===== src/rtl/seg_scan_ctrl.sv =====
// Eight-digit common-anode seven-segment scanner fed by CPU stores to a
// memory-mapped display register, with optional leading-zero blanking.
module seg_scan_ctrl #(
    parameter int unsigned SCAN_DIV  = 50000,
    parameter int unsigned DIGITS    = 8,
    parameter logic [5:0]  DISP_ADDR = 6'd0
) (
    input  logic        clk,
    input  logic        reset,
    input  logic        wr_en,
    input  logic [5:0]  wr_addr,
    input  logic [31:0] wr_data,
    input  logic        blank_en,
    output logic [31:0] disp_value,
    output logic [7:0]  o_seg,
    output logic [7:0]  o_sel,
    output logic        frame_done
);

    localparam int               CNT_W    = (SCAN_DIV > 1) ? $clog2(SCAN_DIV) : 1;
    localparam logic [CNT_W-1:0] CNT_LAST = CNT_W'(SCAN_DIV - 1);
    localparam logic [2:0]       IDX_LAST = 3'(DIGITS - 1);

    logic [CNT_W-1:0] cnt;
    logic [2:0]       idx;
    logic             slot_end;
    logic             wrap;
    logic [3:0]       nib_p0;
    logic             blank_p0;
    logic [7:0]       seg_p0;
    logic [7:0]       sel_p0;

    function automatic logic [7:0] seg_decode(input logic [3:0] nib);
        logic [7:0] seg;
        seg = 8'hFF;
        case (nib)
            4'h0: seg = 8'hC0;
            4'h1: seg = 8'hF9;
            4'h2: seg = 8'hA4;
            4'h3: seg = 8'hB0;
            4'h4: seg = 8'h99;
            4'h5: seg = 8'h92;
            4'h6: seg = 8'h82;
            4'h7: seg = 8'hF8;
            4'h8: seg = 8'h80;
            4'h9: seg = 8'h90;
            4'hA: seg = 8'h88;
            4'hB: seg = 8'h83;
            4'hC: seg = 8'hC6;
            4'hD: seg = 8'hA1;
            4'hE: seg = 8'h86;
            4'hF: seg = 8'h8E;
            default: seg = 8'hFF;
        endcase
        return seg;
    endfunction

    // A digit is a leading zero when it and every more significant nibble are zero.
    function automatic logic digit_blank(input logic [31:0] val, input logic [2:0] d,
                                         input logic en);
        logic [31:0] upper;
        upper = val >> {d, 2'b00};
        return en && (d != 3'd0) && (upper == 32'd0);
    endfunction

    always_ff @(posedge clk or negedge reset) begin
        if (!reset) begin
            disp_value <= 32'd0;
        end else if (wr_en && (wr_addr == DISP_ADDR)) begin
            disp_value <= wr_data;
        end
    end

    assign slot_end = (cnt == CNT_LAST);
    assign wrap     = slot_end && (idx == IDX_LAST);

    always_ff @(posedge clk or negedge reset) begin
        if (!reset) begin
            cnt <= '0;
            idx <= 3'd0;
        end else if (slot_end) begin
            cnt <= '0;
            idx <= (idx == IDX_LAST) ? 3'd0 : idx + 3'd1;
        end else begin
            cnt <= cnt + 1'b1;
        end
    end

    always_ff @(posedge clk or negedge reset) begin
        if (!reset) begin
            frame_done <= 1'b0;
        end else begin
            frame_done <= wrap;
        end
    end

    // Stage p0: decode the digit selected by the current idx and word.
    always_comb begin
        nib_p0   = disp_value[{idx, 2'b00} +: 4];
        blank_p0 = digit_blank(disp_value, idx, blank_en);
        seg_p0   = 8'hFF;
        sel_p0   = 8'hFF;
        if (!blank_p0) begin
            seg_p0 = seg_decode(nib_p0);
            sel_p0 = ~(8'b0000_0001 << idx);
        end
    end

    // Stage p1: registered pins.
    always_ff @(posedge clk or negedge reset) begin
        if (!reset) begin
            o_seg <= 8'hFF;
            o_sel <= 8'hFF;
        end else begin
            o_seg <= seg_p0;
            o_sel <= sel_p0;
        end
    end

endmodule

===== config.mk =====
export PLATFORM = sky130hd
export DESIGN_NAME = seg_scan_ctrl
export DESIGN_NICKNAME = d
export VERILOG_FILES = /design/src/rtl/seg_scan_ctrl.sv
export SDC_FILE = /design/constraint.sdc
export NUM_CORES = 1
export LEC_CHECK = 0
export ABC_AREA = 1
export BUFFER_PORTS_ARGS = -buffer_cell sky130_fd_sc_hd__buf_2
export CORE_MARGIN = 5
export CORE_UTILIZATION = 58
export DETAILED_ROUTE_END_ITERATION = 6
export HOLD_SLACK_MARGIN = 0.12
export PLACE_DENSITY = 0.85
export SLEW_MARGIN = 20
export SYNTH_ARGS = -nofsm -noshare
export SYNTH_HDL_FRONTEND = slang
export SYNTH_SLANG_ARGS = --single-unit

===== constraint.sdc =====
create_clock -name clk -period 3.8 [get_ports clk]
set_input_delay 0.38 -clock clk [delete_from_list [all_inputs] [get_ports clk]]
set_output_delay 0.38 -clock clk [all_outputs]
set_load 0.02 [all_outputs]

==> impl_metrics.ini, run 1 <==
[global_route]
grt_pass1_wl_um = 15500
grt_pass1_vias = 3414
grt_start_max_net_pins = 65
antenna_found_initial = 0
track_usage_pct = 22.5
overflow = 0

[cts]
clkTransAtPathRegs_ns = 0.07
worstSkewPairLatency_ns = 0.35
hold_buffers = 0
cts_setup_buffers = 0
cts_buffer_depth = 2
cts-htree-levels = 3
numCtsBuffers = 9
clockRootBuffer = clkbuf_8
cts_resized = 0
clock_sinks = 67
cts_tree = done

[finish]
diodes = 0
drive_gt1_share_pct = 23.3
nFillCells = 563
final_common_cell = nand2_1
nNetsFinal = 668
layout_common_cells = nand2_1 (162), buf_2 (88), inv_1 (65)
multiInputGateArea_mm2 = 0.00182
syn_to_final_growth_pct = 16.7
register_area_mm2 = 0.00170

[sta]
max_freq_mhz = 347
fin_crit_sh_pct = 75.8
hold_violations = 0
clock_skew_ns = 0.0105
setup_viol = 0
min_period_ns = 2.88
maxSlewHeadroom_pct = 44.1
tns_ns = 0
worst_slew_pin_slew_ns = 0.839
slew_viol_final = 0
rsz0062_at_grt = no
holdWs_ns = 0.273

[worst_setup_path]
worstReg2RegEnd = o_sel[1]
crit_arrival_ns = 3.16
path_cells = inv_6 > nand2_1 > nand3_1 > nand3_1 > o21ai_1 > inv_1 > ha_1 > inv_1 > nor2_1 > o21ai_1 > inv_1 > nand3_2 > nor2_4 > nand3_4 > nand2_1
path_common_cell = inv_1
critPathRequiredTime_ns = 4.08
worstSetupPathType = flop to flop
crit_fanout = 29
slowest_delay_ns = 0.89
r2r_cells = 15
rr_startpoint = idx[0]
start_kind = flop
cpMaxStageDelayCell = dfrtp_1
r2r_slack_ns = 0.92
end_kind = flop
cp-startpoint = idx[0]

[synthesis]
syn_area_mm2 = 0.00390
ys_seq_area_share_pct = 43.4
synthDistinctLibCells = 33
synth_nets = 585
synthArstFlopShare_pct = 100
synth_area_per_cell_um2 = 7.36
synth_seq_cells = 67
ys_warn_count = 0
synth_edf_count = 0
syn_inst = 530
ys.flop_type = dfrtp_1

[routing]
route.detailed.drc = 0
viasPerCell = 5.14
wl_met3_um = 562
maxUsedRoutingLayer = met4
dr_wl_met2_um = 4450
ant_nets = 0
drt_wl_total_um = 9180
m1WireLength_um = 4090
first_pass_iters = 5
drt_iter0_markers = 226
vias = 3573
wl_per_cell_um = 13.2

[floorplan]
initial_core_util_pct = 60.4
row_count = 29
die_h_um = 92.0
core-area_mm2 = 0.00646
die_width_um = 92.0
dieArea_mm2 = 0.00847
boundaryPins = 91

[worst_hold_path]
hp-class = input port to flop
whs_endpoint = disp_value[24]
hold_start = wr_data[24]
whs_path_depth = 3

[run]
maxCapViolCount = 0

[power_and_ir_drop]
power_frac_seq_pct = 45.5
swShare_pct = 30.7
power_frac_clock_pct = 33.4
p_sw_mw = 0.566
vdd_drop_max_mv = 0.327
p_comb_share_pct = 21.1
power_density_mw_per_mm2 = 405
leakage_nw = 2.52
power_mw = 1.84
internal_power_mw = 1.28

[placed_design]
port_buffers = 89
place.gp.congestion = 0.880
dp_hpwl_um = 6840

[outcome]
status = finished clean
synthesized netlist by cell type (4+ instances only):
cell        n  share of area (%)
nand2_1   162                 16
inv_1      65                6.3
nor2_1     58                5.6
dfrtp_1    52                 33
nand3_1    41                5.3
o21ai_0    26                3.3
a21oi_1    24                3.1
dfstp_2    15                 10
nand2_2    14                2.2
ha_1       13                4.2
buf_6       7                2.0
clkbuf_1    7               0.67
nor3_1      7               0.90
o21ai_1     6               0.77
nor4_1      4               0.64
worst max path at each step:
stage,endpoint
finish,o_sel[1]
detailed placement,o_sel[1]
global route,o_sel[2]
global placement,o_sel[7]
CTS,o_sel[1]
floorplan,o_seg[5]
final cells by class:
| cell class | count | area share [%] |
|---|---|---|
| multi-input cells | 376 | 40.1 |
| clock inverters | 2 | 0.769 |
| flip-flops and latches | 67 | 37.2 |
| inverters | 67 | 5.63 |
| clock buffers | 14 | 3.79 |
| repair buffers | 92 | 10.4 |
| well taps | 77 | 2.12 |
flip-flops by register name, indices dropped and copies added, names as in the netlist:
register,flops
cnt,16
frame_done,1
disp_value,32
idx,3
o_seg,7
o_sel,8
logic make-up (layout without fill, tap and decap cells):
kind of cell / Yosys count / count (layout) / share of synthesized area (%)
AO/OA/AOI/OAI: 60 / 60 / 7.92
buffers and inverters: 87 / 175 / 10.1
XOR/XNOR: 5 / 5 / 1.12
flip-flops: 67 / 67 / 43.4
AND/OR/NAND/NOR: 297 / 297 / 33.1
adder cells (fa/ha/maj): 13 / 13 / 4.17
other: 1 / 1 / 0.0961
critical path, delay by kind of cell, from the launching register on:
kind,cells,cell delay (ns)
buffers and inverters,4,0.50
flip-flops,1,0.89
adder cells (fa/ha/maj),1,0.18
AND/OR/NAND/NOR,8,1.01
AO/OA/AOI/OAI,2,0.23
per-stage QoR:
stage                     worst slack, ns  utilization [%]  instances  cell area (um2)
after CTS                           0.947             70.2        694             4530
after global routing                0.594             70.5        695             4550
after detailed placement            0.927             67.0        678             4330
final                               0.919             70.5        695             4550
after global placement               1.06             67.0        678             4330
after floorplan                      1.61                -        530             3900
power by group through the flow:
stage | clock network [mW] | logic [mW] | registers, mW
floorplan | 0 | 0.168 | 0.919
global placement | 0 | 0.377 | 0.850
detailed placement | 0 | 0.387 | 0.849
CTS | 0.626 | 0.389 | 0.837
global route | 0.656 | 0.432 | 0.846
finish | 0.615 | 0.388 | 0.839
metal layers:
layer	vias up	GRT usage (%)
li1	1816	-
met1	1634	28.6
met2	112	38.4
met3	11	5.89
met4	0	5.57
met5	-	0
Power figures use the tool's default switching activity.
==> inputs of run 2 (changes only) <==
- CORE_UTILIZATION: 58 -> 54
- PLACE_DENSITY: 0.85 -> 0.8
- clock period: 3.8 -> 2.9 ns (I/O delays scaled with it)
==> impl_metrics.ini, run 2 (synthesis results as in run 1) <==
[sta]
clock_skew_ns = 0.00866
worst_slew_pin_slew_ns = 0.656
holdWs_ns = 0.192
maxSlewHeadroom_pct = 56.3
min_period_ns = 2.45
setup_slack_ns = 0.452
setup_viol = 0
slew_viol_final = 0
max_freq_mhz = 408
rsz0062_at_grt = no
fin_crit_sh_pct = 84.4
hold_violations = 0
tns_ns = 0

[routing]
viasPerCell = 5.00
ant_nets = 0
wl_per_cell_um = 12.7
first_pass_iters = 7
drt_wl_total_um = 9140
route.detailed.drc = 1
vias = 3607
drt_iter0_markers = 283

[finish]
final_util_pct = 64.2
layout_common_cells = nand2_1 (162), buf_2 (89), inv_1 (65)
largest_reg_flops = 32
drive_gt1_share_pct = 23.8
reg.largest.list = disp_value x32, cnt x16, o_sel x8
fin_cells = 721
syn_to_final_growth_pct = 17.5
nNetsFinal = 672
fin_area_mm2 = 0.00458
diodes = 0
final_common_cell = nand2_1
regMostFlops = disp_value

[worst_setup_path]
rr_startpoint = idx[1]
critPathRequiredTime_ns = 3.17
crit_fanout = 17
crit_arrival_ns = 2.72
path_common_cell = inv_1
slowest_delay_ns = 0.38
worstSetupPathType = flop to flop
path_cells = inv_1 > nand3_1 > nand3_1 > o21ai_1 > inv_1 > ha_1 > inv_1 > nor2_1 > o21ai_1 > inv_1 > nand3_2 > nor2_4 > nand3_4 > nand2_1
end_kind = flop
worstReg2RegEnd = o_sel[7]
start_kind = flop
r2r_slack_ns = 0.45
r2r_cells = 14
cpMaxStageDelayCell = dfrtp_1

[worst_hold_path]
hold_start = wr_data[28]
hp-class = input port to flop
whs_path_depth = 3
whs_endpoint = disp_value[28]

[power_and_ir_drop]
power_density_mw_per_mm2 = 508
leakage_nw = 2.53
vdd_drop_max_mv = 0.258
power_mw = 2.33

[global_route]
grt_pass1_wl_um = 15100
grt_pass1_vias = 3313
grt_start_max_net_pins = 65
track_usage_pct = 21.4
antenna_found_initial = 0
overflow = 0

[placed_design]
port_buffers = 89
dp.cells = 704
place.gp.congestion = 0.876
place_area_mm2 = 0.00440
place_ws_ns = 0.481
dp_hpwl_um = 6910

[cts]
worstSkewPairLatency_ns = 0.34
cts_resized = 0
cts_buffer_depth = 2
cts-htree-levels = 3
clockRootBuffer = clkbuf_8
cts_tree = done
clock_sinks = 67
clkTransAtPathRegs_ns = 0.08
numCtsBuffers = 9
cts_setup_buffers = 0

[floorplan]
row_count = 31
die_width_um = 95.0
boundaryPins = 91
die_h_um = 95.0
initial_core_util_pct = 54.7
dieArea_mm2 = 0.00903
core-area_mm2 = 0.00714

[outcome]
status = complete, but fails checks
violations = DRC

[run]
maxCapViolCount = 0
-- run 2: area by class of cell --
class / count / area [um2]
fill: 680 / 2550
tap: 99 / 124
multi-input combinational: 376 / 1820
inverter: 67 / 256
sequential: 67 / 1700
clock buffer: 12 / 156
clock inverter: 4 / 22.5
timing repair buffer: 96 / 513
-- run 2: how the worst max path moves through the flow --
stage	startpoint	to	slack [ns]	cells after the start
after detailed placement	idx[1]	o_sel[1]	0.48	14
final	idx[1]	o_sel[7]	0.45	14
after CTS	idx[1]	o_sel[7]	0.46	14
after floorplan	idx[0]	o_seg[5]	0.71	18
after global placement	idx[1]	o_sel[2]	0.58	14
after global routing	idx[1]	o_sel[1]	0.16	14
-- run 2: report_power, final --
part | switching (mW) | internal [mW]
clock network | 0.365 | 0.362
logic | 0.332 | 0.175
registers | 0.0657 | 1.03
total | 0.762 | 1.57
-- run 2: layer usage --
metal	vias to the layer above	share of wire, %	GRT usage [%]
li1	1829	-	-
met1	1647	44	28.1
met2	121	49	35.2
met3	10	6.2	5.05
met4	0	1.0	6.73
met5	-	0	0
-- run 2: repair_timing --
item | in CTS | in global routing
hold buffers | 1 | 0
setup endpoints to repair | 0 | 0
endpoints found under the hold margin | 12 | 0
-- run 2: worst max-delay path: cells and delay by family, from the launching register on --
kind	cells	cell delay [ns]
flops	1	0.38
fa+ha+maj	1	0.18
simple gates	7	0.94
buf+inv	4	0.64
compound gates	2	0.23
==> inputs of run 3 (changes only) <==
- clock period: 2.9 -> 2.5 ns (I/O delays scaled with it)
==> impl_metrics.ini, run 3 (synthesis results as in run 1) <==
[finish]
final_common_cell = nand2_1
drive_gt1_share_pct = 24.6
register_area_mm2 = 0.00170
largest_reg_flops = 32
reg.largest.list = disp_value x32, cnt x16, o_sel x8
final_util_pct = 65.3
nFillCells = 665
layout_common_cells = nand2_1 (162), buf_2 (89), inv_1 (64)
multiInputGateArea_mm2 = 0.00182
fin_area_mm2 = 0.00466
syn_to_final_growth_pct = 19.4
diodes = 0
regMostFlops = disp_value
nNetsFinal = 675

[cts]
clockRootBuffer = clkbuf_8
cts-htree-levels = 3
worstSkewPairLatency_ns = 0.35
clkTransAtPathRegs_ns = 0.08
cts_tree = done
cts_setup_buffers = 0
cts_buffer_depth = 2
numCtsBuffers = 9
clock_sinks = 67

[routing]
drt_iter0_markers = 203
first_pass_iters = 4
vias = 3581
drt_wl_total_um = 9170
viasPerCell = 4.95
ant_nets = 0
wl_per_cell_um = 12.7
route.detailed.drc = 0

[floorplan]
core-area_mm2 = 0.00714
row_count = 31
boundaryPins = 91
initial_core_util_pct = 54.7
die_h_um = 95.0
dieArea_mm2 = 0.00903
die_width_um = 95.0

[placed_design]
place.gp.congestion = 0.909
dp_hpwl_um = 7010
place_ws_ns = 0.209
place_area_mm2 = 0.00441
port_buffers = 89

[worst_setup_path]
r2r_slack_ns = 0.20
crit_fanout = 17
cpMaxStageDelayCell = dfrtp_2
crit_arrival_ns = 2.58
critPathBufInv = 4
start_kind = flop
path_common_cell = inv_1
cp_top_family = simple AND/OR/NAND/NOR gates
end_kind = flop
critPathRequiredTime_ns = 2.78
worstSetupPathType = flop to flop
slowest_delay_ns = 0.46
path_cells = buf_4 > nand2_1 > nand3_1 > nand3_1 > o21ai_1 > inv_1 > ha_1 > inv_1 > nor2_1 > o21ai_1 > inv_1 > nand3_2 > nor2_4 > nand3_4 > nand2_1

[sta]
max_freq_mhz = 436
slew_viol_final = 0
maxSlewHeadroom_pct = 56.8
tns_ns = 0
fin_crit_sh_pct = 91.8
worst_slew_pin_slew_ns = 0.648
setup_slack_ns = 0.205
hold_violations = 0
rsz0062_at_grt = no
clock_skew_ns = 0.00927
min_period_ns = 2.30
setup_viol = 0

[power_and_ir_drop]
power_mw = 2.88
leakage_nw = 2.56
vdd_drop_max_mv = 0.365
power_density_mw_per_mm2 = 619

[outcome]
status = finished clean

[run]
maxCapViolCount = 0

[global_route]
grt_pass1_vias = 3586
overflow = 0
grt_start_max_net_pins = 40
track_usage_pct = 22.1
grt_pass1_wl_um = 15600
antenna_found_initial = 0

[worst_hold_path]
hp-class = input port to flop
run 3: area by class of cell:
type	count	share of cell area, %
Multi-Input combinational cell	376	39.0
Sequential cell	67	36.4
Timing Repair Buffer	99	11.5
Inverter	67	5.59
Clock buffer	9	2.66
Tap cell	99	2.66
Clock inverter	7	2.15
run 3: repair_timing:
| item | in CTS | in global routing |
|---|---|---|
| endpoints found under the hold margin | 28 | 1 |
| hold buffers | 1 | 1 |
| setup endpoints to repair | 0 | 3 |
| gates resized for setup | 0 | 2 |
run 3: routing by layer:
| layer | up-vias | track usage (%) | wire [um] |
|---|---|---|---|
| met5 | - | 0 | 0 |
| met4 | 0 | 7.21 | 136 |
| met3 | 15 | 5.37 | 454 |
| met2 | 94 | 38.3 | 4580 |
| met1 | 1641 | 27.1 | 4000 |
| li1 | 1831 | - | - |
run 3: path summary, 6_finish.rpt:
| check | startpoint | end | cells after the start |
|---|---|---|---|
| worst max-delay path | idx[0] | o_sel[1] | 15 |
| max in group asynchronous | reset | o_seg[3] | 3 |
| worst min register to register | cnt[0] | cnt[0] | 1 |
| worst min-delay path | wr_data[12] | disp_value[12] | 3 |
| min in group asynchronous | reset | disp_value[6] | 2 |
| worst max register to register | idx[0] | o_sel[1] | 15 |
run 3: metrics by stage:
step	hold WS, ns	instances
2_1_floorplan	-0.0456	530
4_1_cts	0.128	723
3_3_place_gp	0.304	706
3_5_place_dp	0.311	706
6_report	0.136	724
5_1_grt	0.122	724
run 3: power breakdown:
group	switching [mW]	internal, mW
clock	0.443	0.570
combinational	0.390	0.209
sequential	0.0751	1.20
run 3: worst reg2reg max path, stage by stage, from the launching register on:
cell and delay [ns]:
dfrtp_2 0.46, buf_4 0.21, nand2_1 0.11, nand3_1 0.10, nand3_1 0.10, o21ai_1 0.09, inv_1 0.13, ha_1 0.18
inv_1 0.06, nor2_1 0.09, o21ai_1 0.06, inv_1 0.08, nand3_2 0.10, nor2_4 0.13, nand3_4 0.21, nand2_1 0.13
